==> src/rtl/mem_stage_pkg.sv <==
// mem_stage_pkg -- shared definitions for the RV32I memory-access stage.
//
// Holds the instruction-code constants seen on the EX/MEM register, the
// bus widths, the stage FSM encoding and small decode helpers used by
// mem_stage and its load-extension sub-module.
package mem_stage_pkg;

    // Bus widths
    localparam int INST_W = 6;
    localparam int REG_W  = 5;
    localparam int XLEN   = 32;
    localparam int BYTE_W = 8;

    typedef logic [INST_W-1:0] inst_t;

    // Instruction codes carried through the pipeline
    localparam inst_t INST_NOP = 6'd0;
    localparam inst_t INST_ADD = 6'd1;
    localparam inst_t INST_LB  = 6'd16;
    localparam inst_t INST_LH  = 6'd17;
    localparam inst_t INST_LW  = 6'd18;
    localparam inst_t INST_LBU = 6'd19;
    localparam inst_t INST_LHU = 6'd20;
    localparam inst_t INST_SB  = 6'd21;
    localparam inst_t INST_SH  = 6'd22;
    localparam inst_t INST_SW  = 6'd23;

    typedef enum logic [1:0] {
        ST_IDLE   = 2'd0,
        ST_ACCESS = 2'd1,
        ST_DONE   = 2'd2
    } state_e;

    function automatic logic is_load(input inst_t inst);
        return (inst == INST_LB) || (inst == INST_LH) || (inst == INST_LW) ||
               (inst == INST_LBU) || (inst == INST_LHU);
    endfunction

    function automatic logic is_store(input inst_t inst);
        return (inst == INST_SB) || (inst == INST_SH) || (inst == INST_SW);
    endfunction

    function automatic logic is_signed_load(input inst_t inst);
        return (inst == INST_LB) || (inst == INST_LH);
    endfunction

    // Number of bytes moved by a memory op: 1, 2 or 4.
    function automatic logic [2:0] byte_count(input inst_t inst);
        case (inst)
            INST_LB, INST_LBU, INST_SB: return 3'd1;
            INST_LH, INST_LHU, INST_SH: return 3'd2;
            default:                    return 3'd4;
        endcase
    endfunction

endpackage

==> src/rtl/mem_ld_ext.sv <==
// mem_ld_ext -- combinational sign/zero extension of an assembled load.
//
// Ports:
//   data_i    assembled little-endian load bytes (upper bytes ignored for n<4)
//   nbytes_i  byte count of the load: 1, 2 or 4
//   signed_i  1 = sign-extend from bit 8n-1, 0 = zero-extend
//   ext_o     32-bit extended result
module mem_ld_ext
    import mem_stage_pkg::*;
(
    input  logic [XLEN-1:0] data_i,
    input  logic [2:0]      nbytes_i,
    input  logic            signed_i,
    output logic [XLEN-1:0] ext_o
);

    always_comb begin
        case (nbytes_i)
            3'd1:    ext_o = {{24{signed_i & data_i[7]}},  data_i[7:0]};
            3'd2:    ext_o = {{16{signed_i & data_i[15]}}, data_i[15:0]};
            default: ext_o = data_i;
        endcase
    end

endmodule

==> src/rtl/mem_stage.sv <==
// mem_stage -- memory-access stage of the 5-stage RV32I pipeline.
//
// Non-memory instructions pass combinationally to MEM/WB. Loads and stores
// are run one byte at a time over the 8-bit memory-controller port while
// the upstream pipeline is stalled; load bytes are assembled little-endian
// and extended by mem_ld_ext.
//
// Ports:
//   clk, rst        clock, synchronous active-high reset
//   rdy             global ready; low freezes all state
//   ex_*            EX/MEM register contents (inst, rd, vd, w_enable,
//                   mem_addr, store_data)
//   mem_*           MEM/WB outputs (inst, rd, vd, w_enable) and stall request
//   mc_*            byte-serial memory-controller port
//   fwd_*           ID-stage bypass (only when MEM_FWD_EN is defined)
//
// Build option: define MEM_FWD_EN to add the fwd_* bypass outputs.
module mem_stage
    import mem_stage_pkg::*;
#(
    parameter int ADDR_W = 32
) (
    input  logic              clk,
    input  logic              rst,
    input  logic              rdy,
    input  logic [INST_W-1:0] ex_inst,
    input  logic [REG_W-1:0]  ex_rd,
    input  logic [XLEN-1:0]   ex_vd,
    input  logic              ex_w_enable,
    input  logic [ADDR_W-1:0] ex_mem_addr,
    input  logic [XLEN-1:0]   ex_store_data,
    output logic [INST_W-1:0] mem_inst,
    output logic [REG_W-1:0]  mem_rd,
    output logic [XLEN-1:0]   mem_vd,
    output logic              mem_w_enable,
    output logic              mem_stall_req,
`ifdef MEM_FWD_EN
    output logic              fwd_w_enable,
    output logic [REG_W-1:0]  fwd_rd,
    output logic [XLEN-1:0]   fwd_vd,
`endif
    output logic              mc_req,
    output logic              mc_we,
    output logic [ADDR_W-1:0] mc_addr,
    output logic [BYTE_W-1:0] mc_wdata,
    input  logic [BYTE_W-1:0] mc_rdata,
    input  logic              mc_done
);

    state_e          state_q, state_d;
    logic [1:0]      k_q, k_d;
    logic [XLEN-1:0] asm_q, asm_d;

    logic            op_load, op_store;
    logic [2:0]      nbytes;
    logic            last_byte;
    logic [XLEN-1:0] ld_ext;

    assign op_load   = is_load(ex_inst);
    assign op_store  = is_store(ex_inst);
    assign nbytes    = byte_count(ex_inst);
    assign last_byte = ({1'b0, k_q} == (nbytes - 3'd1));

    assign mem_inst = ex_inst;
    assign mem_rd   = ex_rd;

    mem_ld_ext u_ld_ext (
        .data_i   (asm_q),
        .nbytes_i (nbytes),
        .signed_i (is_signed_load(ex_inst)),
        .ext_o    (ld_ext)
    );

    // NOTE: every output and next-state signal gets a default before the
    // case statement so no path leaves one unassigned and infers a latch.
    always_comb begin
        state_d       = state_q;
        k_d           = k_q;
        asm_d         = asm_q;
        mem_vd        = ex_vd;
        mem_w_enable  = ex_w_enable;
        mem_stall_req = 1'b0;
        mc_req        = 1'b0;
        mc_we         = 1'b0;
        mc_addr       = '0;
        mc_wdata      = '0;

        case (state_q)
            ST_IDLE: begin
                if (op_load || op_store) begin
                    mem_stall_req = 1'b1;
                    mem_w_enable  = 1'b0;
                    state_d       = ST_ACCESS;
                    k_d           = 2'd0;
                    asm_d         = '0;
                end
            end

            ST_ACCESS: begin
                mem_stall_req = 1'b1;
                mem_w_enable  = 1'b0;
                mc_req        = 1'b1;
                mc_we         = op_store;
                // Address and write byte derive from the registered k, so
                // they only move on the edge that follows an mc_done.
                mc_addr       = ex_mem_addr + ADDR_W'(k_q);
                mc_wdata      = ex_store_data[{k_q, 3'b000} +: BYTE_W];
                if (mc_done) begin
                    if (op_load) begin
                        asm_d[{k_q, 3'b000} +: BYTE_W] = mc_rdata;
                    end
                    k_d = k_q + 2'd1;
                    if (last_byte) begin
                        state_d = ST_DONE;
                    end
                end
            end

            ST_DONE: begin
                if (op_load) begin
                    mem_vd       = ld_ext;
                    mem_w_enable = ex_w_enable;
                end else begin
                    mem_vd       = '0;
                    mem_w_enable = 1'b0;
                end
                state_d = ST_IDLE;
                k_d     = 2'd0;
            end

            default: state_d = ST_IDLE;
        endcase
    end

    // NOTE: state registers use non-blocking assignment so every flop samples
    // the pre-edge values regardless of statement order. Holding on !rdy also
    // drops any mc_done seen during the freeze.
    always_ff @(posedge clk) begin
        if (rst) begin
            state_q <= ST_IDLE;
            k_q     <= 2'd0;
            asm_q   <= '0;
        end else if (rdy) begin
            state_q <= state_d;
            k_q     <= k_d;
            asm_q   <= asm_d;
        end
    end

`ifdef MEM_FWD_EN
    assign fwd_w_enable = mem_stall_req ? 1'b0 : mem_w_enable;
    assign fwd_rd       = mem_rd;
    assign fwd_vd       = mem_vd;
`endif

endmodule

==> config.mk <==
export PLATFORM = sky130hd
export DESIGN_NAME = mem_stage
export DESIGN_NICKNAME = d
export VERILOG_FILES = /design/src/rtl/mem_stage_pkg.sv /design/src/rtl/mem_ld_ext.sv /design/src/rtl/mem_stage.sv
export SDC_FILE = /design/constraint.sdc
export NUM_CORES = 1
export LEC_CHECK = 0
export BUFFER_PORTS_ARGS = -buffer_cell sky130_fd_sc_hd__buf_2
export CAP_MARGIN = 20
export CORE_MARGIN = 3
export CORE_UTILIZATION = 41
export DETAILED_ROUTE_END_ITERATION = 12
export GPL_TIMING_DRIVEN = 1
export PLACE_DENSITY_LB_ADDON = 0.08
export SYNTH_ARGS = -nofsm -noshare
export SYNTH_HDL_FRONTEND = slang
export SYNTH_SLANG_ARGS = --single-unit
==> constraint.sdc <==
create_clock -name clk -period 2.5 [get_ports clk]
set_clock_uncertainty 0.2 [all_clocks]
set_input_delay 0.125 -clock clk [delete_from_list [all_inputs] [get_ports clk]]
set_output_delay 0.125 -clock clk [all_outputs]
set_load 0.005 [all_outputs]
==> out/results.ini <==
[run_status]
status = finished, violations left
violations = setup timing

[critical_path]
end_kind = primary output
cp_cell_sequence = ha_4 -> fa_2 -> nand3_2 -> or4_4 -> or3_1 -> a21oi_1 -> buf_2
regToRegStartpoint = k_q[0]$_SDFFE_PP0P_
cpMaxStageDelayCell = or4_4
crit_required_ns = 2.17
r2r_cells = 7
path_buf_inv = 1
r2r_slack_ns = 0.21
crit_fanout = 6
r2r_end = asm_q[15]$_SDFFE_PP0P_
crit_path_max_incr_delay_ns = 0.50
criticalPathCategory = flip-flop to primary output
worst-path-stages = 7
cp.arrival_ns = 2.25
path_delay_family = simple AND/OR/NAND/NOR gates
critPathLaunchType = flip-flop

[power]
total_switching_power_w = 0.000427
power_frac_comb = 0.284
ir_worst_vdd_uv = 279
pwr-share-seq = 0.384
power.density_nw_per_um2 = 301
power.leakage_nw = 2.33
total_power_w = 0.00151
p_int_w = 0.00108
pwr-share-clk = 0.332
switching_share = 0.283

[die]
std_cell_rows = 33
coreArea_um2 = 8300
fp.dieH_um = 98.7
dieWidth_um = 98.7
start_util = 0.425
dieArea_um2 = 9740
ioPinCount = 207

[route]
drtAntennaViolNets = 0
drc_errors = 0
drtPass1Iterations = 4
via_per_inst = 5.25
drt_iter0_markers = 171
wl_per_cell_um = 14.2
vias = 4164
totalWireLength_um = 11300

[synth]
synth_cell_types = 59
syn-num-nets = 613
synth-edff-count = 0
syn-cell-area_um2 = 3520
synth_ff_type = dfxtp_1
synth_top_area_frac = 0.205
synthCells = 484
synth_common_cells = 74 x nand2_1, 47 x a21oi_1, 36 x dfxtp_1, 36 x nor2_1, 23 x xnor2_1
yosysSeqAreaShare = 0.205
synth_seq_cells = 36
synthTopCellsByArea = dfxtp_1 20%, nand2_1 7.9%, a21oi_1 6.7%, xnor2_1 5.7%, mux4_2 5.1%
synth_area_leader_cell = dfxtp_1
yosysWarningCount = 0
syn_area_per_cell_um2 = 7.28
synth_most_common_cell = nand2_1
async_flop_share = 0

[worst_hold_path]
hold_end = mem_rd[1]
hold_path.class = input pin to primary output
worstHoldPathCells = 0
hp-start = ex_rd[1]

[global_routing]
grt_first_pass_wirelength_um = 18300
grt_overflow = 0
antenna_found_initial = 0
grt_max_degree = 37
grt_usage = 0.222
grt_pass1_vias = 4129

[sta]
slew_headroom = 0.565
grt_setup_unrepaired = yes
setup_viol = 5
worst_slew_pin_slew_ns = 0.652
max_freq_mhz = 388
hold_violations = 0
period_share = 1.03
final.setup.worst_slack_ns = -0.0774
period_needed_ns = 2.58
drv_slew = 0

[final_layout]
final_util = 0.603
post_route_cells_drive_above_1_share = 0.413
fin_nets = 816
antenna_cells = 0
syn_to_final_growth_pct = 42.1
stdcell_area_um2 = 5010

[cts]
cts_buffers = 5
clk_pin_slew_ns = 0.07
clock_path_buffers = 2
clkLatencyLatePin_ns = 0.28
root_buffer = clkbuf_8
clock-sinks = 36
cts_max_level = 2
cts_tree = yes

[job]
max_cap_viol_count = 0

[placement]
dpl.hpwl_um = 8550
dp_slack_ns = -0.225
io_buffers = 196
gp_congestion = 0.893
placement.cell_area_um2 = 4560

state kept, by name, indices dropped and copies added (netlist names):
name and cells:
state_q 2, k_q 2, asm_q 32
worst reg2reg max path, delay by kind of cell (launching register included):
kind / cells / cell delay [ns]
AOI/OAI and AO/OA: 1 / 0.16
DFF: 1 / 0.35
adders and majority gates: 1 / 0.22
buffers and inverters: 2 / 0.41
and+or+nand+nor: 3 / 0.88
power by group through the flow:
stage | registers, W | clock network, W | logic [W]
after floorplan | 0.000589 | 0 | 0.000202
after global placement | 0.000593 | 0 | 0.000399
after detailed placement | 0.000593 | 0 | 0.000406
after CTS | 0.000580 | 0.000508 | 0.000423
after global routing | 0.000580 | 0.000537 | 0.000475
final | 0.000580 | 0.000501 | 0.000428
kinds of logic (layout without fill, tap and decap cells):
logic type / count (synthesis) / in the layout / synth area share
compound gates: 96 / 96 / 0.171
xor+xnor: 29 / 29 / 0.0721
simple gates: 241 / 242 / 0.377
fa+ha+maj: 9 / 9 / 0.0341
mux: 9 / 9 / 0.0540
flops: 36 / 36 / 0.205
buf+inv: 64 / 267 / 0.0874
how the worst max path moves through the flow:
stage	slack (ns)	endpoint	from
after floorplan	0.17	mc_addr[20]	k_q[0]$_SDFFE_PP0P_
after global placement	-0.08	mem_vd[17]	ex_inst[0]
after detailed placement	-0.23	mem_vd[22]	ex_inst[0]
after CTS	-0.09	mc_addr[20]	k_q[0]$_SDFFE_PP0P_
after global routing	-0.17	mc_addr[22]	k_q[0]$_SDFFE_PP0P_
final	-0.08	mc_addr[14]	k_q[0]$_SDFFE_PP0P_
final cells by class:
| class | count | area, um^2 |
|---|---|---|
| tap | 105 | 131 |
| timing repair buffer | 238 | 1330 |
| multi-input combinational | 385 | 2640 |
| clock inverter | 2 | 35.0 |
| clock buffer | 6 | 72.6 |
| sequential | 36 | 723 |
| inverter | 21 | 78.8 |
| fill | 825 | 3290 |
layer usage:
metal | global-route usage | share of wire | vias up
met5 | 0 | 0 | -
met4 | 0.0735 | 0.016 | 0
met3 | 0.0488 | 0.077 | 14
met2 | 0.409 | 0.52 | 177
met1 | 0.252 | 0.39 | 1885
li1 | - | - | 2088
per-stage QoR:
step,hold slack [ns],setup TNS [ns],instances
2_1_floorplan,0.0769,0,484
3_3_place_gp,0.0500,-1.21,762
3_5_place_dp,0.0500,-3.39,762
4_1_cts,0.0500,-0.299,787
5_1_grt,0.0500,-1.18,793
6_report,0.0500,-0.266,793
cell usage in the layout (no fill, tap or decap), types with 7 or more instances in the layout:
cell type,n
ha_1,7
nand4_1,14
and2_1,12
nand3_1,18
buf_4,29
or3_1,19
nand2_1,74
a22o_1,16
nor2_1,35
dfxtp_1,34
nand2b_1,18
xnor2_1,23
buf_2,197
a21oi_1,47
inv_1,20
mux4_2,8
nor3_1,7
dlygate4sd3_1,9
o21ai_0,19
what timing repair did:
item | CTS | global route
setup endpoints to repair | 28 | 56
hold endpoints to repair | 18 | 0
pin swaps | 4 | 9
cloned | 1 | 1
hold buffers | 9 | 0
setup buffers | 7 | 5
gates resized for setup | 12 | 19
Power figures use the tool's default switching activity.
